--- config.mk ---
export PLATFORM = sky130hd
export DESIGN_NAME = ysyx_22040127_exec_ctrl
export DESIGN_NICKNAME = d
export VERILOG_FILES = /design/src/rtl/ysyx_22040127_pkg.sv /design/src/rtl/ysyx_22040127_exec_ctrl.sv
export SDC_FILE = /design/constraint.sdc
export NUM_CORES = 1
export LEC_CHECK = 0
export CORE_ASPECT_RATIO = 1.4
export CORE_MARGIN = 1
export CORE_UTILIZATION = 29
export CTS_BUF_LIST = sky130_fd_sc_hd__clkbuf_8 sky130_fd_sc_hd__clkbuf_16
export DETAILED_ROUTE_END_ITERATION = 10
export PLACE_DENSITY = 0.67
export SLEW_MARGIN = 20
export SYNTH_ARGS = -nofsm -noshare
export SYNTH_HDL_FRONTEND = slang
export SYNTH_SLANG_ARGS = --single-unit
--- constraint.sdc ---
create_clock -name clk -period 4.75 [get_ports clk]
set_input_delay 1.425 -clock clk [delete_from_list [all_inputs] [get_ports clk]]
set_output_delay 1.425 -clock clk [all_outputs]
set_load 0.005 [all_outputs]
--- src/rtl/ysyx_22040127_pkg.sv ---
// Shared types and constants for the ysyx_22040127 multi-cycle core sequencer.
package ysyx_22040127_pkg;

   localparam int unsigned XLEN_DEF        = 64;
   localparam logic [31:0] EBREAK_WORD_DEF = 32'h00100073;

   localparam logic [2:0] TYPE_I = 3'd0;
   localparam logic [2:0] TYPE_U = 3'd1;
   localparam logic [2:0] TYPE_S = 3'd2;
   localparam logic [2:0] TYPE_J = 3'd3;
   localparam logic [2:0] TYPE_R = 3'd4;
   localparam logic [2:0] TYPE_B = 3'd5;
   localparam logic [2:0] TYPE_N = 3'd6;

   typedef enum logic [2:0] {
      ST_IDLE   = 3'd0,
      ST_FETCH  = 3'd1,
      ST_DECODE = 3'd2,
      ST_EXEC   = 3'd3,
      ST_MEM    = 3'd4,
      ST_WB     = 3'd5,
      ST_HALT   = 3'd6
   } state_e;

   // Strobe bundle driven by the sequencer, one bit per downstream unit.
   typedef struct packed {
      logic imem_req;
      logic dmem_req;
      logic dmem_we;
      logic pc_wen;
      logic rf_wen;
      logic halted;
   } strobes_t;

   // Type 7 is unassigned by the decoder and is treated like N.
   function automatic logic is_unsupported(input logic [2:0] t);
      return (t == TYPE_N) || (t == 3'd7);
   endfunction

endpackage

--- src/rtl/ysyx_22040127_exec_ctrl.sv ---
// Multi-cycle FETCH/DECODE/EXEC/MEM/WB sequencer holding IR and MDR.
// Performance counters are built only when YSYX_22040127_PERF_CNT_EN is defined.
module ysyx_22040127_exec_ctrl
   import ysyx_22040127_pkg::*;
#(
   parameter int unsigned XLEN        = XLEN_DEF,
   parameter logic [31:0] EBREAK_WORD = EBREAK_WORD_DEF
) (
   input  logic            clk,
   input  logic            rst,
   output logic            imem_req,
   input  logic            imem_rvalid,
   input  logic [31:0]     imem_rdata,
   output logic [31:0]     ir,
   input  logic [2:0]      dec_type,
   input  logic            dec_memread,
   input  logic            dec_reg_wen,
   output logic            dmem_req,
   output logic            dmem_we,
   input  logic            dmem_ack,
   input  logic [XLEN-1:0] dmem_rdata,
   output logic [XLEN-1:0] mdr,
   output logic            pc_wen,
   output logic            rf_wen,
   output logic            halted,
   output logic            halt_code,
   output logic [2:0]      state,
   output logic [63:0]     cycle_cnt,
   output logic [63:0]     instret_cnt
);

   state_e          r_state;
   strobes_t        r_strb;
   logic [31:0]     r_ir;
   logic [XLEN-1:0] r_mdr;
   logic            r_halt_code;
   logic            w_rd_write;

   // S and B never write rd, even if the decoder says otherwise.
   assign w_rd_write = dec_reg_wen && (dec_type != TYPE_S) && (dec_type != TYPE_B);

   // Strobes are registered alongside the state so they track it cycle for cycle.
   always_ff @(posedge clk or negedge rst) begin
      if (!rst) begin
         r_state     <= ST_IDLE;
         r_strb      <= '0;
         r_ir        <= '0;
         r_mdr       <= '0;
         r_halt_code <= 1'b0;
      end else begin
         r_strb <= '0;
         case (r_state)
            ST_IDLE: begin
               r_state         <= ST_FETCH;
               r_strb.imem_req <= 1'b1;
            end
            ST_FETCH: begin
               if (imem_rvalid) begin
                  r_ir    <= imem_rdata;
                  r_state <= ST_DECODE;
               end else begin
                  r_strb.imem_req <= 1'b1;
               end
            end
            ST_DECODE: r_state <= ST_EXEC;
            ST_EXEC: begin
               if (r_ir == EBREAK_WORD) begin
                  r_state       <= ST_HALT;
                  r_strb.halted <= 1'b1;
                  r_halt_code   <= 1'b0;
               end else if (is_unsupported(dec_type)) begin
                  r_state       <= ST_HALT;
                  r_strb.halted <= 1'b1;
                  r_halt_code   <= 1'b1;
               end else if (dec_memread || (dec_type == TYPE_S)) begin
                  r_state         <= ST_MEM;
                  r_strb.dmem_req <= 1'b1;
                  r_strb.dmem_we  <= (dec_type == TYPE_S);
               end else begin
                  r_state       <= ST_WB;
                  r_strb.pc_wen <= 1'b1;
                  r_strb.rf_wen <= w_rd_write;
               end
            end
            ST_MEM: begin
               if (dmem_ack) begin
                  if (dec_memread) r_mdr <= dmem_rdata;
                  r_state       <= ST_WB;
                  r_strb.pc_wen <= 1'b1;
                  r_strb.rf_wen <= w_rd_write;
               end else begin
                  r_strb.dmem_req <= 1'b1;
                  r_strb.dmem_we  <= (dec_type == TYPE_S);
               end
            end
            ST_WB: begin
               r_state         <= ST_FETCH;
               r_strb.imem_req <= 1'b1;
            end
            ST_HALT: r_strb.halted <= 1'b1;
            default: r_state <= ST_IDLE;
         endcase
      end
   end

   assign state     = r_state;
   assign ir        = r_ir;
   assign mdr       = r_mdr;
   assign halt_code = r_halt_code;
   assign imem_req  = r_strb.imem_req;
   assign dmem_req  = r_strb.dmem_req;
   assign dmem_we   = r_strb.dmem_we;
   assign pc_wen    = r_strb.pc_wen;
   assign rf_wen    = r_strb.rf_wen;
   assign halted    = r_strb.halted;

`ifdef YSYX_22040127_PERF_CNT_EN
   logic [63:0] r_cycle_cnt;
   logic [63:0] r_instret_cnt;

   // Active cycles exclude IDLE and HALT; retirement is marked by WB.
   always_ff @(posedge clk or negedge rst) begin
      if (!rst) begin
         r_cycle_cnt   <= '0;
         r_instret_cnt <= '0;
      end else begin
         if ((r_state != ST_HALT) && (r_state != ST_IDLE)) r_cycle_cnt <= r_cycle_cnt + 64'd1;
         if (r_state == ST_WB) r_instret_cnt <= r_instret_cnt + 64'd1;
      end
   end

   assign cycle_cnt   = r_cycle_cnt;
   assign instret_cnt = r_instret_cnt;
`else
   assign cycle_cnt   = '0;
   assign instret_cnt = '0;
`endif

endmodule
# After elaboration in Yosys (flattened, before gate mapping)
# Index checks and enable logic that the tools add are counted.
# Widths: inputs -> output; s select.
# classes
n_eq_ne	14
muxes	20
n_reduce_logical	11
bitwise	1
# ops
cell	count
$eq 32x21->1 const B	1
$pmux 3 s6	1
$eq 3x3->1 const B	5
$mux 2	6
$eq 3x2->1 const B	3
$mux 4	2
$pmux 4 s2	1
$mux 1	6
$mux 3	2
$reduce_and 3->1	2
$ne 2x2->1 const B	2
$pmux 1 s2	2
$reduce_and 2->1	2
$eq 3x1->1 const B	1
$logic_not 3->1	1
$ne 3x2->1 const B	1
$ne 3x3->1 const B	1
$logic_and 1x1->1	2
$logic_or 1x1->1	2
$reduce_bool 2->1	1
$reduce_or 2->1	1
$not 1->1	1
# word_totals
word_cells	56
inputBits	105
regBits	106
output_inout_bits	234

# Longest topological paths before layout
# depth
depth_word	7
depth_mapped	6
depth_no_buf	4

# Least setup slack after synthesis
# No wires, ideal clock.
# synth_timing
kind	input port to flip-flop
from	input port imem_rvalid
to	register r_ir[10] (netlist: ir[10])
arrival_ns	2.229
path_stages	4
required_ns	4.625
n_path_buf	1
path_slack_ns	2.397
setup_time_ns	0.125
path_cell_list	nand2_1 -> nor2_1 -> buf_4 -> mux2_2
# synth_via
elab_chain_cells	1
# synth_rtl
element	line_no	text
from (decl)	ysyx_22040127_exec_ctrl.sv:12	input logic imem_rvalid,
$reduce_and 2->1 (no line)	--	
to (signal assigned)	ysyx_22040127_exec_ctrl.sv:59	r_ir <= imem_rdata;
to (decl)	ysyx_22040127_exec_ctrl.sv:34	logic [31:0] r_ir;
# Every way passes these cells.
# A chain may end at the register's enable or synchronous reset.

# Worst setup path after layout
# layout_timing
from	input port dmem_ack
to	register r_mdr[31] (netlist: mdr[31])
# layout_via
elab_chain_cells	1
# layout_rtl
element	line_no	text
from (decl)	ysyx_22040127_exec_ctrl.sv:20	input logic dmem_ack,
$reduce_and 3->1 (no line)	--	
to (signal assigned)	ysyx_22040127_exec_ctrl.sv:87	if (dec_memread) r_mdr <= dmem_rdata;
to (decl)	ysyx_22040127_exec_ctrl.sv:35	logic [XLEN-1:0] r_mdr;
# Every way passes these cells.

==> results.sh <==
export IMPL_start_util_pct=29.5
export IMPL_setup_violations=0
export IMPL_tns_ns=0
export IMPL_yosysTopAreaCell="dfrtp_1"
export IMPL_r2r_start="state[0]"
export IMPL_synth_seq_area_share_pct=52.0
export IMPL_hpwl_um=9310
export IMPL_io_buffers=210
export IMPL_drcViolationCount=0
export IMPL_grt_pass1_wl_um=18300
export IMPL_worst_path_max_fanout=64
export IMPL_path_class="in2reg"
export IMPL_gp_congestion=0.746
export IMPL_path_delay_family="simple AND/OR/NAND/NOR gates"
export IMPL_worst_slew_pin_slew_ns=0.921
export IMPL_avgViaCountPerCell=4.04
export IMPL_ys_warn_count=0
export IMPL_wirelength_um=12200
export IMPL_antenna_found_initial=3
export IMPL_die_w_um=114
export IMPL_die_area_mm2=0.0181
export IMPL_nNetsFinal=711
export IMPL_avgRoutedWirePerCell_um=14.4
export IMPL_ctsLongestPathBuffers=2
export IMPL_postRouteAntennaNets=0
export IMPL_peakVddDrop_mv=0.349
export IMPL_ys_flop_type="dfrtp_1"
export IMPL_crit_required_ns=4.98
export IMPL_first_global_vias=3432
export IMPL_cts_root_buf="clkbuf_16"
export IMPL_start_kind="input port"
export IMPL_p_leak_nw=3.25
export IMPL_numCtsBuffers=9
export IMPL_cpPeakStageDelay_ns=0.71
export IMPL_vias=3414
export IMPL_arrival_ns=3.31
export IMPL_holdCritStartpoint="mdr[49]"
export IMPL_cts_tree="done"
export IMPL_drv_cap=0
export IMPL_pre_cts_ws_ns=1.24
export IMPL_placed_cell_area_mm2=0.00699
export IMPL_synth_seq_cells=106
export IMPL_synth_area_leaders="dfrtp_1, mux2_2, buf_4"
export IMPL_hold_viol_final=0
export IMPL_fin_crit_sh_pct=65.0
export IMPL_hold_slack_ns=0.506
export IMPL_coreArea_mm2=0.0173
export IMPL_timing_final_ws_setup_ns=1.66
export IMPL_cts_htree_levels=3
export IMPL_synth_edf_count=0
export IMPL_grt_start_max_net_pins=65
export IMPL_layout_drive_gt1_share_pct=19.7
export IMPL_path_cells="clkdlybuf4s50_1 > nand3_4 > mux2_2"
export IMPL_status="finished, final reports clean"
export IMPL_synth_area_mm2=0.00510
export IMPL_min_path_type="reg2reg"
export IMPL_ios=339
export IMPL_drt_iter0_drc=52
export IMPL_powerDensity_mw_per_mm2=545
export IMPL_ctsResizeCount=0
export IMPL_ys_async_sr_fraction_pct=100
export IMPL_max_freq_mhz=324
export IMPL_fin_crit_ns=3.09
export IMPL_synthCells=395
export IMPL_cts_num_sinks=106
export IMPL_maxSlewHeadroom_pct=38.6
export IMPL_yosysMostFrequentCell="buf_4"
export IMPL_clk_pin_slew_worst_paths_ns=0.07
export IMPL_cts_hold_buf=0
export IMPL_gr_total_overflow=0
export IMPL_yosys_top_cells_count="buf_4, dfrtp_1, mux2_2"
export IMPL_synthesis_area_per_instance_um2=12.9
export IMPL_clk_latency_ns=0.35
export IMPL_cp_startpoint="dmem_ack"
export IMPL_grt_usage_pct=13.5
export IMPL_critPathBufInv=1
export IMPL_design_area_mm2=0.00728
export IMPL_cp_end_kind="flop"
export IMPL_firstDrtPassIters=4
export IMPL_yosys_area_top_type_share_pct=52.0
export IMPL_finClkSkew_ns=0.0102
export IMPL_synth_cell_types=30
export IMPL_rsz0062_at_grt="no"
export IMPL_cts_setup_buffers=0
export IMPL_area_growth_synth_to_final_pct=42.8
export IMPL_rows=57
export IMPL_dieHeight_um=159
export IMPL_slowest_stage="nand3_4"
export IMPL_final_max_slew_viol_count=0
stage by stage:
stage,power (mW),std cells,utilization (%)
floorplan,2.23,522,-
global placement,3.22,831,40.5
detailed placement,3.26,831,40.5
CTS,4.04,845,42.2
global route,4.22,845,42.2
finish,3.97,846,42.2
layer usage:
metal / global-route usage (%) / up-vias / wire, um
li1: - / 1500 / -
met1: 13.0 / 1645 / 4130
met2: 24.0 / 250 / 6280
met3: 6.79 / 15 / 1550
met4: 5.84 / 4 / 245
met5: 0 / - / 23
cells by family (layout without fill, tap and decap cells):
family,Yosys count,in the layout,share of synthesized area [%]
buffers and inverters,139,226,20.0
flip-flops,106,106,52.0
multiplexers,96,96,21.2
AND/OR/NAND/NOR,37,37,4.64
AO/OA/AOI/OAI,16,16,2.04
other,1,129,0.0735
final cells by class:
cell class / count / area [um^2]
clock buffer: 10 / 239
fill: 1647 / 9980
clock inverter: 4 / 53.8
timing repair buffer: 212 / 2130
tap: 236 / 295
sequential: 106 / 2650
antenna: 1 / 2.50
multi-input combinational: 277 / 1910
layout by cell type, fill, tap and decap left out, drive strengths merged, types with 4 or more instances in the layout:
| master | n |
|---|---|
| dfrtp | 106 |
| a21oi | 4 |
| clkbuf | 10 |
| o31ai | 4 |
| clkdlybuf4s50 | 209 |
| nor2b | 4 |
| nor2 | 5 |
| nor4 | 6 |
| mux2 | 96 |
| conb | 128 |
| nand2 | 9 |
state kept, by name, summed over array words and instances (netlist names):
signal     flops
mdr           64
halt_code      1
imem_req       1
dmem_req       1
ir            32
rf_wen         1
pc_wen         1
halted         1
state          3
dmem_we        1
worst reg2reg max path, stage by stage (launching register included):
cell and delay (ns):
dfrtp_1 0.50, nand2b_4 0.21, nor2_2 0.18, nand3_4 0.70, mux2_2 0.59
worst paths after layout:
kind / to / slack (ns) / depth (start not counted)
max in group asynchronous: mdr[54] / 2.89 / 2
min: mdr[49] / 0.51 / 1
max: mdr[31] / 1.66 / 3
max reg2reg: mdr[31] / 2.44 / 4
min in group asynchronous: ir[7] / 1.08 / 1
min reg2reg: mdr[49] / 0.51 / 1
power by group:
part / internal, mW / switching (mW)
logic: 1.13 / 0.485
clock network: 0.418 / 0.326
registers: 1.32 / 0.297
Note: power is estimated with default switching activity, not from simulation.
